$ cat src/rtl/mandel_scan_ctrl.sv
// Mandelbrot frame scan controller.
// Walks a pix_x by pix_y pixel grid, column by column (py inner, px outer).
// For each pixel it hands one (cx, cy) job to the iteration core, waits for
// the core's result, turns it into a 3-bit colour and writes that colour to
// the framebuffer.
// Ports:
//   clk, rst              : clock, synchronous active-high reset
//   cfg_*                 : frame configuration, latched on cfg_start in IDLE
//   abort                 : cancels a frame in progress without a done pulse
//   busy, done            : frame active / one-cycle frame-complete pulse
//   job_*                 : valid/ready job request to the iteration core
//   res_*                 : iteration core result (valid only)
//   wx, wy, wd, we        : framebuffer write port
module mandel_scan_ctrl #(
  parameter int unsigned N_BIT = 16,
  parameter int unsigned IW    = 8
) (
  input  logic             clk,
  input  logic             rst,
  input  logic             cfg_start,
  input  logic [7:0]       cfg_pix_x,
  input  logic [7:0]       cfg_pix_y,
  input  logic [N_BIT-1:0] cfg_cxs,
  input  logic [N_BIT-1:0] cfg_cys,
  input  logic [N_BIT-1:0] cfg_dcx,
  input  logic [N_BIT-1:0] cfg_dcy,
  input  logic [IW-1:0]    cfg_max_iter,
  input  logic             abort,
  output logic             busy,
  output logic             done,
  output logic             job_valid,
  input  logic             job_ready,
  output logic [N_BIT-1:0] job_cx,
  output logic [N_BIT-1:0] job_cy,
  output logic [IW-1:0]    job_max_iter,
  input  logic             res_valid,
  input  logic [IW-1:0]    res_iter,
  input  logic             res_diverged,
  output logic [8:0]       wx,
  output logic [7:0]       wy,
  output logic [2:0]       wd,
  output logic             we
);

  typedef enum logic [2:0] {IDLE, ISSUE, WAIT, WRITE, DONE} state_t;

  state_t           state_q, state_d;
  logic [7:0]       pix_x_q, pix_x_d;
  logic [7:0]       pix_y_q, pix_y_d;
  logic [N_BIT-1:0] cxs_q, cxs_d;
  logic [N_BIT-1:0] cys_q, cys_d;
  logic [N_BIT-1:0] dcx_q, dcx_d;
  logic [N_BIT-1:0] dcy_q, dcy_d;
  logic [IW-1:0]    max_iter_q, max_iter_d;
  logic [7:0]       px_q, px_d;
  logic [7:0]       py_q, py_d;
  logic [N_BIT-1:0] cx_q, cx_d;
  logic [N_BIT-1:0] cy_q, cy_d;
  logic [2:0]       wd_q, wd_d;

  logic [IW-1:0]    iter_mod7;
  logic             py_last;
  logic             px_last;

  // Diverged pixels map onto colours 1..7; bounded pixels are colour 0.
  assign iter_mod7 = res_iter % IW'(7);
  // Dimensions are non-zero whenever a pixel is being written.
  assign py_last   = (py_q == (pix_y_q - 8'd1));
  assign px_last   = (px_q == (pix_x_q - 8'd1));

  // Outputs come straight from registers or from the registered state.
  assign busy         = (state_q != IDLE);
  assign done         = (state_q == DONE);
  assign job_valid    = (state_q == ISSUE);
  assign we           = (state_q == WRITE);
  assign job_cx       = cx_q;
  assign job_cy       = cy_q;
  assign job_max_iter = max_iter_q;
  assign wx           = {1'b0, px_q};
  assign wy           = py_q;
  assign wd           = wd_q;

  // State register and datapath flops.
  always_ff @(posedge clk) begin
    if (rst) begin
      state_q    <= IDLE;
      pix_x_q    <= '0;
      pix_y_q    <= '0;
      cxs_q      <= '0;
      cys_q      <= '0;
      dcx_q      <= '0;
      dcy_q      <= '0;
      max_iter_q <= '0;
      px_q       <= '0;
      py_q       <= '0;
      cx_q       <= '0;
      cy_q       <= '0;
      wd_q       <= '0;
    end else begin
      state_q    <= state_d;
      pix_x_q    <= pix_x_d;
      pix_y_q    <= pix_y_d;
      cxs_q      <= cxs_d;
      cys_q      <= cys_d;
      dcx_q      <= dcx_d;
      dcy_q      <= dcy_d;
      max_iter_q <= max_iter_d;
      px_q       <= px_d;
      py_q       <= py_d;
      cx_q       <= cx_d;
      cy_q       <= cy_d;
      wd_q       <= wd_d;
    end
  end

  // Next-state and datapath update; abort wins over every other event.
  always_comb begin
    state_d    = state_q;
    pix_x_d    = pix_x_q;
    pix_y_d    = pix_y_q;
    cxs_d      = cxs_q;
    cys_d      = cys_q;
    dcx_d      = dcx_q;
    dcy_d      = dcy_q;
    max_iter_d = max_iter_q;
    px_d       = px_q;
    py_d       = py_q;
    cx_d       = cx_q;
    cy_d       = cy_q;
    wd_d       = wd_q;

    case (state_q)
      IDLE: begin
        if (cfg_start) begin
          pix_x_d    = cfg_pix_x;
          pix_y_d    = cfg_pix_y;
          cxs_d      = cfg_cxs;
          cys_d      = cfg_cys;
          dcx_d      = cfg_dcx;
          dcy_d      = cfg_dcy;
          max_iter_d = cfg_max_iter;
          px_d       = 8'd0;
          py_d       = 8'd0;
          cx_d       = cfg_cxs;
          cy_d       = cfg_cys;
          state_d    = ((cfg_pix_x == 8'd0) || (cfg_pix_y == 8'd0)) ? DONE : ISSUE;
        end
      end
      ISSUE: begin
        if (abort) begin
          state_d = IDLE;
        end else if (job_ready) begin
          state_d = WAIT;
        end
      end
      WAIT: begin
        if (abort) begin
          state_d = IDLE;
        end else if (res_valid) begin
          wd_d    = res_diverged ? (3'(iter_mod7) + 3'd1) : 3'd0;
          state_d = WRITE;
        end
      end
      WRITE: begin
        if (abort) begin
          state_d = IDLE;
        end else if (!py_last) begin
          py_d    = py_q + 8'd1;
          cy_d    = cy_q + dcy_q;
          state_d = ISSUE;
        end else if (!px_last) begin
          py_d    = 8'd0;
          cy_d    = cys_q;
          px_d    = px_q + 8'd1;
          cx_d    = cx_q + dcx_q;
          state_d = ISSUE;
        end else begin
          state_d = DONE;
        end
      end
      DONE: begin
        state_d = IDLE;
      end
      default: begin
        state_d = IDLE;
      end
    endcase
  end

endmodule

$ cat config.mk
export PLATFORM = sky130hd
export DESIGN_NAME = mandel_scan_ctrl
export DESIGN_NICKNAME = d
export VERILOG_FILES = /design/src/rtl/mandel_scan_ctrl.sv
export SDC_FILE = /design/constraint.sdc
export NUM_CORES = 1
export LEC_CHECK = 0
export CAP_MARGIN = 20
export CORE_MARGIN = 5
export CORE_UTILIZATION = 53
export CTS_BUF_LIST = sky130_fd_sc_hd__clkbuf_4 sky130_fd_sc_hd__clkbuf_8
export DETAILED_ROUTE_END_ITERATION = 8
export GPL_TIMING_DRIVEN = 0
export PLACE_DENSITY_LB_ADDON = 0.3
export SYNTH_ARGS = -nofsm -noshare
export SYNTH_HDL_FRONTEND = slang
export SYNTH_SLANG_ARGS = --single-unit
$ cat constraint.sdc
create_clock -name clk -period 6.55 [get_ports clk]
set_clock_uncertainty 0.2 [all_clocks]
set_input_delay 1.965 -clock clk [delete_from_list [all_inputs] [get_ports clk]]
set_output_delay 1.965 -clock clk [all_outputs]
set_load 0.02 [all_outputs]
* Yosys cells after proc, flatten, opt, wreduce, memory -nomap -nowiden *
Index checks and enable logic that the tools add are counted.

cells by class
  equality and inequality tests = 13
  multiplexer cells = 30
  $add $sub $neg = 7
  div/mod/pow operators = 1
  bitwise operators = 1
  reductions and logical operators = 11

operators with widths
  operator                                                                 count
  16-bit 2-to-1 mux                                                        8
  16-bit one-hot mux with 2 select lines                                   2
  8-bit 2-to-1 mux                                                         7
  16-bit adder                                                             2
  8-bit one-hot mux with 2 select lines                                    2
  3-bit 2-to-1 mux                                                         10
  8-bit by 1-bit adder with 8-bit output, second input constant            2
  8-bit equality test                                                      2
  8-bit logical NOT                                                        2
  8-bit by 1-bit subtractor with 8-bit output, second input constant       2
  3-bit one-hot mux with 4 select lines                                    1
  8-bit by 3-bit remainder unit with 8-bit output, second input constant   1
  3-bit by 2-bit equality test with 1-bit output, second input constant    2
  2-bit inequality test, second input constant                             3
  3-bit inequality test, second input constant                             2
  3-bit AND reduction                                                      2
  5-bit AND reduction                                                      1
  4-bit AND reduction                                                      1
  3-bit by 1-bit adder with 3-bit output, second input constant            1
  3-bit by 1-bit equality test with 1-bit output, second input constant    1
  3-bit equality test, second input constant                               1
  3-bit logical NOT                                                        1
  3-bit by 2-bit inequality test with 1-bit output, second input constant  1
  3-bit nonzero test                                                       1
  5 further kinds                                                          5

storage, ports and cells
  input bits = 103
  logic and storage cells = 75
  output and inout bits = 64
  register bits after elaboration = 126

* Logic depth before layout (Yosys ltp) *
Gate-level depths: netlist (run 1).

  depth after elaboration = 6
  mapped depth = 17
  mapped depth without buffers = 16

* Least setup slack after synthesis (run 1) *
Ideal clock, no wire load.

  path type = input to register
  start point = in res_iter[3]
  end point = reg wd_q[2], in the netlist wd[2]
  arrival time = 5554 ps
  stages = 16
  setup time = 62 ps
  path slack = 735 ps
  data required time = 6288 ps
  cells stage by stage = buf_2 xor2_1 a221oi_1 a211oi_1 or2_2 ha_1 inv_1 o221ai_2 xor2_1 ha_1 a211oi_4 mux2_2 ha_1 or4b_2 a31o_2 nand3_1

between the ends
  cells in the longest elaborated chain, start to end = 3

ends and longest elaborated chain
  element                                          RTL line  text
  from (decl)                                      37        input logic [IW-1:0] res_iter,
  8-bit by 3-bit remainder unit with 8-bit output  66        assign iter_mod7 = res_iter % IW'(7);
  3-bit by 1-bit adder with 3-bit output           160       wd_d = res_diverged ? (3'(iter_mod7) + 3'd1) : 3'd0;
  3-bit 2-to-1 mux                                 160
  to (signal assigned)                             112       wd_q <= wd_d;
  to (decl)                                        59        logic [2:0] wd_q, wd_d;

Every way passes these cells.
A chain may end at the register's enable or synchronous reset.

* Worst setup path after layout (run 1) *
  start point = in res_iter[5]
  end point = reg wd_q[2], in the netlist wd[2]

Same word-level chain as after synthesis.

==> results of run 1 <==
-- final cells by class --
type,count,share of cell area
Timing Repair Buffer,162,0.165
Clock buffer,28,0.0374
Tap cell,180,0.0230
Clock inverter,4,0.00969
Inverter,21,0.00803
Buffer,57,0.0246
Sequential cell,126,0.257
Multi-Input combinational cell,777,0.475
-- power groups by stage --
stage / logic [mW] / registers (mW) / clock network, mW
global route: 0.644 / 0.877 / 0.821
CTS: 0.579 / 0.869 / 0.785
detailed placement: 0.573 / 0.886 / 0
global placement: 0.562 / 0.884 / 0
floorplan: 0.338 / 0.903 / 0
finish: 0.585 / 0.870 / 0.779
-- worst max-delay path: stages --
cell,delay (ps)
clkdlybuf4s50_1,540
buf_2,230
nand2_1,120
a221oi_1,250
a211oi_1,100
or2_2,340
ha_1,230
inv_1,100
o221ai_2,150
xor2_1,190
ha_1,260
a211oi_4,300
mux2_2,370
ha_1,210
or4b_2,670
a31o_2,230
nand3_1,70
-- cells by family (layout without fill, tap and decap cells) --
logic type / Yosys count / after routing
compound gates: 243 / 243
other cells: 1 / 1
simple gates: 415 / 415
flops: 126 / 126
mux: 22 / 22
xor+xnor: 56 / 56
buf+inv: 78 / 272
fa+ha+maj: 40 / 40
-- stage by stage --
| step | util | instances |
|---|---|---|
| finish | 0.707 | 1355 |
| global route | 0.707 | 1355 |
| CTS | 0.707 | 1355 |
| detailed placement | 0.674 | 1323 |
| global placement | 0.674 | 1323 |
| floorplan | - | 981 |
-- cell usage in the layout, fill, tap and decap left out, types with 7 or more instances in the layout --
| master | Yosys | layout |
|---|---|---|
| clkdlybuf4s50_1 | 0 | 162 |
| ha_1 | 37 | 37 |
| nand2b_1 | 18 | 18 |
| inv_1 | 20 | 20 |
| nand2_1 | 195 | 195 |
| o22ai_1 | 7 | 7 |
| a21oi_1 | 111 | 111 |
| clkbuf_8 | 0 | 25 |
| a211oi_1 | 20 | 20 |
| o211ai_1 | 11 | 11 |
| nand3_1 | 14 | 14 |
| and2_1 | 7 | 7 |
| and3_1 | 10 | 10 |
| buf_2 | 12 | 12 |
| a31oi_1 | 7 | 7 |
| clkbuf_1 | 41 | 41 |
| o21a_1 | 11 | 11 |
| xor2_1 | 32 | 32 |
| mux2i_1 | 19 | 19 |
| or2_2 | 9 | 9 |
| nor2_1 | 90 | 90 |
| dfxtp_1 | 126 | 126 |
| nor3_1 | 20 | 20 |
| nand4_1 | 10 | 10 |
| nor3b_1 | 8 | 8 |
| xnor2_1 | 24 | 24 |
| o21ai_0 | 28 | 28 |
| nor2b_1 | 8 | 8 |
-- worst max path at each step --
stage / from / endpoint / slack [ps] / cells past startpoint
floorplan: res_iter[3] / wd[2] / 730 / 16
global placement: res_iter[5] / wd[2] / 90 / 17
detailed placement: res_iter[5] / wd[2] / -30 / 17
CTS: res_iter[5] / wd[2] / 460 / 17
global route: res_iter[5] / wd[2] / 180 / 17
finish: res_iter[5] / wd[2] / 400 / 17
-- layer usage --
metal / wire, µm / up-vias / GRT usage
li1: - / 3789 / -
met1: 9700 / 3575 / 0.361
met2: 10300 / 352 / 0.438
met3: 2210 / 60 / 0.0689
met4: 798 / 0 / 0.120
met5: 0 / - / 0
-- state kept, by name, indices dropped and copies added, names as in the netlist --
register and cells:
wd 3, dcx_q 16, wy 8, job_max_iter 8, state_q 3, pix_y_q 8, dcy_q 16, px_q 8
cys_q 16, job_cx 16, pix_x_q 8, job_cy 16
==> results.txt, run 1 <==
The flow ran to the end, and the final reports show no timing, DRC or antenna violations. The synthesized-area fraction occupied by adder cells is 0.0684, and the via count of the routed design is 7776. The average size of a mapped cell works out to 7.65 µm². In this run the count of I/O pins placed on the die edge is 167.

The combined flip-flop and latch cell area was 0.00252 mm²; the worst-case headroom to the max-slew limit was 0.338. The worst register-to-register path ends at job_cx[15]. Of all nets on the critical path, the largest fanout is 10.

The gate count after technology mapping was 981; the cell depth of the worst min-delay path was 2. The most common cell in the synthesized netlist is nand2_1. The die covers 0.0166 mm². For the fraction of power consumed by sequential logic, the log shows 0.390.

Relative to the synthesized area, the layout overhead comes to 30.8%. Clock-pin slew was measured on the worst setup and hold paths at 70 ps. The post-synthesis register bit count works out to 126.

Sorting the synthesized cells by area gives the leading types as dfxtp_1, nand2_1, a21oi_1. The number of cell instances on the worst register-to-register path is 10. Number of rows created at floorplan: 43. The number of hold buffers added after CTS was 0. The tools report the number of instances resized during post-cts repair as 0. Worst min-delay path startpoint: job_max_iter[7].

Counting distinct cell types in the post-synthesis netlist gives 68. For the proportion of power drawn by the clock network, the log shows 0.349. The combinational family with the most area after synthesis is simple AND/OR/NAND/NOR gates.

The post-route standard cell area excluding fillers was 0.00981 mm². Counting along the longest clock path gives a buffer depth of 2. The tools report the required time of the critical path as 6740 ps. The max-cap violation count was 0. The startpoint identified for the worst register-to-register timing path is job_cx[1]. At the end of the flow, the number of nets in the layout was 1304. The number of slew-limit violations in the final report is 0, and the share of synthesized area spent on multiplexers is 0.0303. The filler cells instantiated in the layout total 1191.

The tools report the number of detailed-routing iterations run before antenna repair as 5. The run gives 3.93 nW as the static power due to leakage. Using the TritonRoute via totals, the vias-per-cell ratio works out to 5.74.

The net switching share of the total power is 0.303. Entering global routing, the biggest net connects 17 pins. The run gives 0.278 as the all-layer global routing usage.

The multi-input combinational cells in the finished layout cover a total of 0.00466 mm². The simple-gate area share of the yosys netlist is 0.251, and the number of clock sinks is 126. The TritonCTS buffer count was 17.

The kind of capture point of the worst setup path is a flop. The final antenna-violating net count was 0; the first-iteration detailed-routing DRC count was 666. Derived from the worst setup path, the maximum achievable clock frequency is 163 MHz. Number of antenna violations at the first check in global routing: 0. Yosys mapped a number of flops with a built-in enable equal to 0.

The number of antenna diodes in the final layout is 0. The number of nets handed over by synthesis was 1123. For the share of power burned in combinational logic, the log shows 0.262. The via count of the first global-routing pass is 7564, and the routed wirelength normalized by instance count is 17.0 µm. The logs give 0.0139 mm² for the core outline area and 0.00935 mm² for the area after detailed placement.

OpenSTA, run right after detailed placement, puts the worst setup slack at -26.6 ps. The starting density of the core came out at 0.541. On the final layout, the worst hold slack is 253 ps. The kind of start point of the critical path was an input pin. The slack of the critical path is 400 ps. The tools report the final hold violation count as 0. The actual slew at the worst max-slew pin is 968 ps, and the maximum ir drop on the vdd rail is 120 µV. Area share of xor/xnor cells in the synthesized design: 0.0654.

The tools report the area of the mapped netlist as 0.00750 mm². Class of the most critical hold timing path: flop to flop. The worst hold path terminates at job_max_iter[7]. For this block, the routed nets add up to 23000 µm of wire.

In this run the vertical extent of the chip is 129 µm. Share of cells above drive strength 1: 0.0596. The portion of synthesized cell area occupied by the leading cell type is 0.336.

In this run the number of H-tree levels came out at 4. The tools report the final RePlAce weighted congestion as 0.913. For the total power draw, the log shows 2.23 mW. The share of synthesized registers carrying an async set or reset works out to 0. The most used flip-flop cell after synthesis is dfxtp_1. Summed over all nets, the half-perimeter wirelength after detailed placement is 16900 µm.

In the final timing run, aggregate negative setup slack is 0 ps. At the later pin of the worst-skew pair, clock insertion delay measures 450 ps. During placement, the flow inserted port buffers numbering 162. dfxtp_1 takes more of the synthesized area than any other cell. During synthesis, Yosys emitted a total of 0 warnings.

The share of the clock period used by the worst path works out to 0.939. By startpoint and endpoint, the worst setup path is classified as input pin to flop. The cell area power density came out at 228 mW/mm².

The count of final setup violators was 0; the critical path arrival was 6340 ps. In this run the register-to-register setup slack is 2800 ps. Summed over all nets, the switching power comes to 676 µW. Clock root buffer: clkbuf_8.

The global-route wire length before repair was 36800 µm; the fraction of the mapped netlist area in compound gates was 0.206. The total overflow left after global routing is 0. Setup repair after global routing left no endpoint under its margin. The commonest cells after synthesis are nand2_1, dfxtp_1, a21oi_1, nor2_1, clkbuf_1. The horizontal die dimension was 129 µm. The tools report the number of buffers inserted to repair setup after CTS as 0.

The post-route minimum period was 6150 ps. For the sequential share of the synthesized area, the log shows 0.336. TritonCTS built the clock tree. The total DRC errors in the routed layout is 0, and the internal power of the cells is 1.56 mW.
(Power assumes the default switching activity.)
==> inputs of run 2 (changes only) <==
--- a/config.mk
+++ b/config.mk
@@ -7,10 +7,11 @@
 export LEC_CHECK = 0
 export CAP_MARGIN = 20
 export CORE_MARGIN = 5
-export CORE_UTILIZATION = 53
+export CORE_UTILIZATION = 67
 export CTS_BUF_LIST = sky130_fd_sc_hd__clkbuf_4 sky130_fd_sc_hd__clkbuf_8
 export DETAILED_ROUTE_END_ITERATION = 8
-export GPL_TIMING_DRIVEN = 0
+export DONT_BUFFER_PORTS = 1
+export MAX_ROUTING_LAYER = met4
 export PLACE_DENSITY_LB_ADDON = 0.3
 export SYNTH_ARGS = -nofsm -noshare
 export SYNTH_HDL_FRONTEND = slang
==> run 2 against run 1 <==
Die area shrank 19%. Highest routed layer unchanged. Largest power group unchanged. Global-route usage rose by 0.99 points. Register-to-register slack lost 100 ps. Clock power fell by 17%.
==> results.txt, run 2 (synthesized netlist as in run 1, its figures left out) <==
Classification of the worst setup path: input pin to flop (unchanged). The class of the most critical hold timing path was flop to flop (unchanged). The via count of the routed design came out at 6788 (was 7776). The logs give 242 µV (was 120 µV) for the maximum ir drop on the vdd rail and 0.00749 mm² (was 0.00935 mm²) for the area after detailed placement.

The global-route wire length before repair is 30000 µm (was 36800 µm). For the number of slew-limit violations in the final report, the log shows 0 (unchanged). The worst hold slack is 252 ps (was 253 ps). The cell depth of the worst min-delay path came out at 2 (unchanged).

Leading cell types in the layout, fill and taps excluded: nand2_1, dfxtp_1, a21oi_1 (was nand2_1, clkdlybuf4s50_1, dfxtp_1). The area overhead of the layout relative to synthesis was 5.12% (was 30.8%). The final RePlAce weighted congestion came out at 0.878 (was 0.913).

The tools report the critical path arrival as 5610 ps (was 6340 ps). Register-to-register setup slack: 2700 ps (was 2800 ps). The clock input transition at the sequential cells of the worst setup and hold paths came out at 60 ps (was 70 ps). The worst slack at placement was 690 ps (was -26.6 ps); the cell area power density was 246 mW/mm² (was 228 mW/mm²). The floorplan die height came out at 116 µm (was 129 µm). The run finished with clean final reports. Ratio of routed vias to standard cells: 6.15 (was 5.74).

The tools report the worst-case hold path end point as cys_q[9] (was job_max_iter[7]). The all-layer global routing usage is 0.287 (was 0.278). For the total grt overflow, the log shows 0 (unchanged).

The required time of the critical path was 6730 ps (was 6740 ps). The slack of the critical path was 1120 ps (was 400 ps); the number of buffers inserted to repair setup after CTS was 0 (unchanged). The number of antenna violations at the first check in global routing was 0 (unchanged); the final wirelength was 18700 µm (was 23000 µm). For the number of instances resized during post-cts repair, the log shows 0 (unchanged). The first-iteration detailed-routing DRC count is 518 (was 666), and the number of nets at the end of the flow is 1092 (was 1304). The tools report the kind of capture point of the worst setup path as a flop (unchanged). For the maximum clock rate, the log shows 184 MHz (was 163 MHz). Setup repair after global routing left no endpoint under its margin. The starting density of the core is 0.689 (was 0.541).

The largest incremental delay on the critical path came out at 650 ps (was 670 ps). The worst-case headroom to the max-slew limit came out at 0.402 (was 0.338). The routed wirelength normalized by instance count came out at 17.0 µm (about the same). TritonCTS built the clock tree. The logs give 126 (unchanged) for the number of clock sinks and 0.0109 mm² (was 0.0139 mm²) for the core outline area.

The tools report the post-route standard cell area excluding fillers as 0.00789 mm² (was 0.00981 mm²). The post-route minimum period is 5430 ps (was 6150 ps). The number of detailed-routing iterations run before antenna repair was 5 (unchanged). The clock root buffer is clkbuf_8 (unchanged).

The actual slew at the worst max-slew pin was 898 ps (was 968 ps). The tools report the final hold violation count as 0 (unchanged). Cell Chain, Critical Path: xor2_1 > a221oi_1 > a211oi_1 > or2_2 > ha_1 > inv_1 > o221ai_2 > xor2_1 > ha_1 > a211oi_4 > mux2_2 > ha_1 > or4b_2 > a31o_2 > nand3_1 (was clkdlybuf4s50_1 > buf_2 > nand2_1 > a221oi_1 > a211oi_1 > or2_2 > ha_1 > inv_1 > o221ai_2 > xor2_1 > ha_1 > a211oi_4 > mux2_2 > ha_1 > or4b_2 > a31o_2 > nand3_1). The full die area is 0.0134 mm² (was 0.0166 mm²). The maximum buffer depth of the clock tree is 2 (unchanged). The placed wire-length estimate after detailed placement is 13100 µm (was 16900 µm). Capture point of the worst reg-to-reg path: job_cy[14] (was job_cx[15]). The kind of start point of the critical path was an input pin (unchanged). The share of cells above drive strength 1 came out at 0.0665 (was 0.0596). The logs give 0 (unchanged) for the max-cap violation count and 1.94 mW (was 2.23 mW) for the total power draw. The highest fanout seen on the critical path works out to 9 (was 10). The number of rows created at floorplan was 38 (was 43). The most prevalent standard cell on the critical path was ha_1 (unchanged). The share of the clock period used by the worst path is 0.829 (was 0.939). The master of the slowest instance on the critical path was or4b_2 (unchanged). The count of final setup violators is 0 (unchanged), and the clock latency of the later-clocked register in the worst-skew pair is 440 ps (was 450 ps). The final antenna-violating net count is 0 (unchanged), and the maximum number of pins on one net before global-route repair is 125 (was 17).

Number of cell instances on the worst register-to-register path: 7 (was 10). The run gives 0 (unchanged) as the total DRC errors in the routed layout. For the TritonCTS buffer count, the log shows 17 (unchanged).

The tools report the worst min-delay path startpoint as cys_q[9] (was job_max_iter[7]). The run gives 0 (unchanged) as the number of antenna diodes. The number of H-tree branching levels was 4 (unchanged).

The static power due to leakage came out at 3.20 nW (was 3.93 nW). Via count of the first global-routing pass: 6336 (was 7564). The count of hold-fix buffers inserted at cts was 0 (unchanged); the total I/O pin count was 167 (unchanged). The final sum of negative setup slack was 0 ps (unchanged); the horizontal die dimension was 116 µm (was 129 µm). The most frequent standard cell in the layout excluding fill and tap cells was nand2_1 (unchanged). Launch instance of the worst register-to-register path: state_q[2] (was job_cx[1]). The number of I/O port buffers is 0 (was 162).
run 2: cell types whose count changed in the layout (fill, tap and decap cells not counted), sizes merged:
cell / previous run / this run
clkdlybuf4s50: 162 / 0
clkbuf: 70 / 26
buf: 15 / 7
clkinv: 2 / 5
bufinv: 3 / 1
clkinvlp: 0 / 1
run 2: through the flow:
| stage | utilization | instances |
|---|---|---|
| after floorplan | - | 981 |
| after global placement | 0.688 | 1070 |
| after detailed placement | 0.688 | 1070 |
| after CTS | 0.723 | 1102 |
| after global routing | 0.724 | 1103 |
| final | 0.724 | 1103 |
run 2: area by class of cell:
cell class / instances / area [µm²]
fillers: 908 / 3000
repair buffers: 7 / 56.3
clock inverters: 6 / 57.6
inverters: 21 / 78.8
well taps: 140 / 175
flip-flops and latches: 126 / 2520
multi-input cells: 777 / 4670
clock buffers: 26 / 327
run 2: worst max path at each step:
stage,start,endpoint
floorplan,res_iter[3],wd[2]
global placement,res_iter[3],wd[2]
CTS,res_iter[3],wd[2]
global route,res_iter[4],wd[2]
finish,res_iter[3],wd[2]
detailed placement,res_iter[3],wd[2]
run 2: per-layer routing:
layer  GRT usage  share of wire  up-vias
met5           -              0        -
met2       0.458           0.48      238
met3       0.107           0.10       26
met1       0.335           0.40     3149
met4      0.0982          0.016        0
li1            -              -     3375
run 2: where the power goes:
part	switching, mW	internal, mW
combinational	0.226	0.164
sequential	0.0837	0.823
clock	0.286	0.359
run 2: critical path: cells and delay by family:
family / cells / cell delay (ps)
multiplexers: 1 / 380
adder cells (fa/ha/maj): 3 / 710
AO/OA/AOI/OAI: 5 / 1070
AND/OR/NAND/NOR: 3 / 1050
XOR/XNOR: 2 / 330
buffers and inverters: 1 / 90
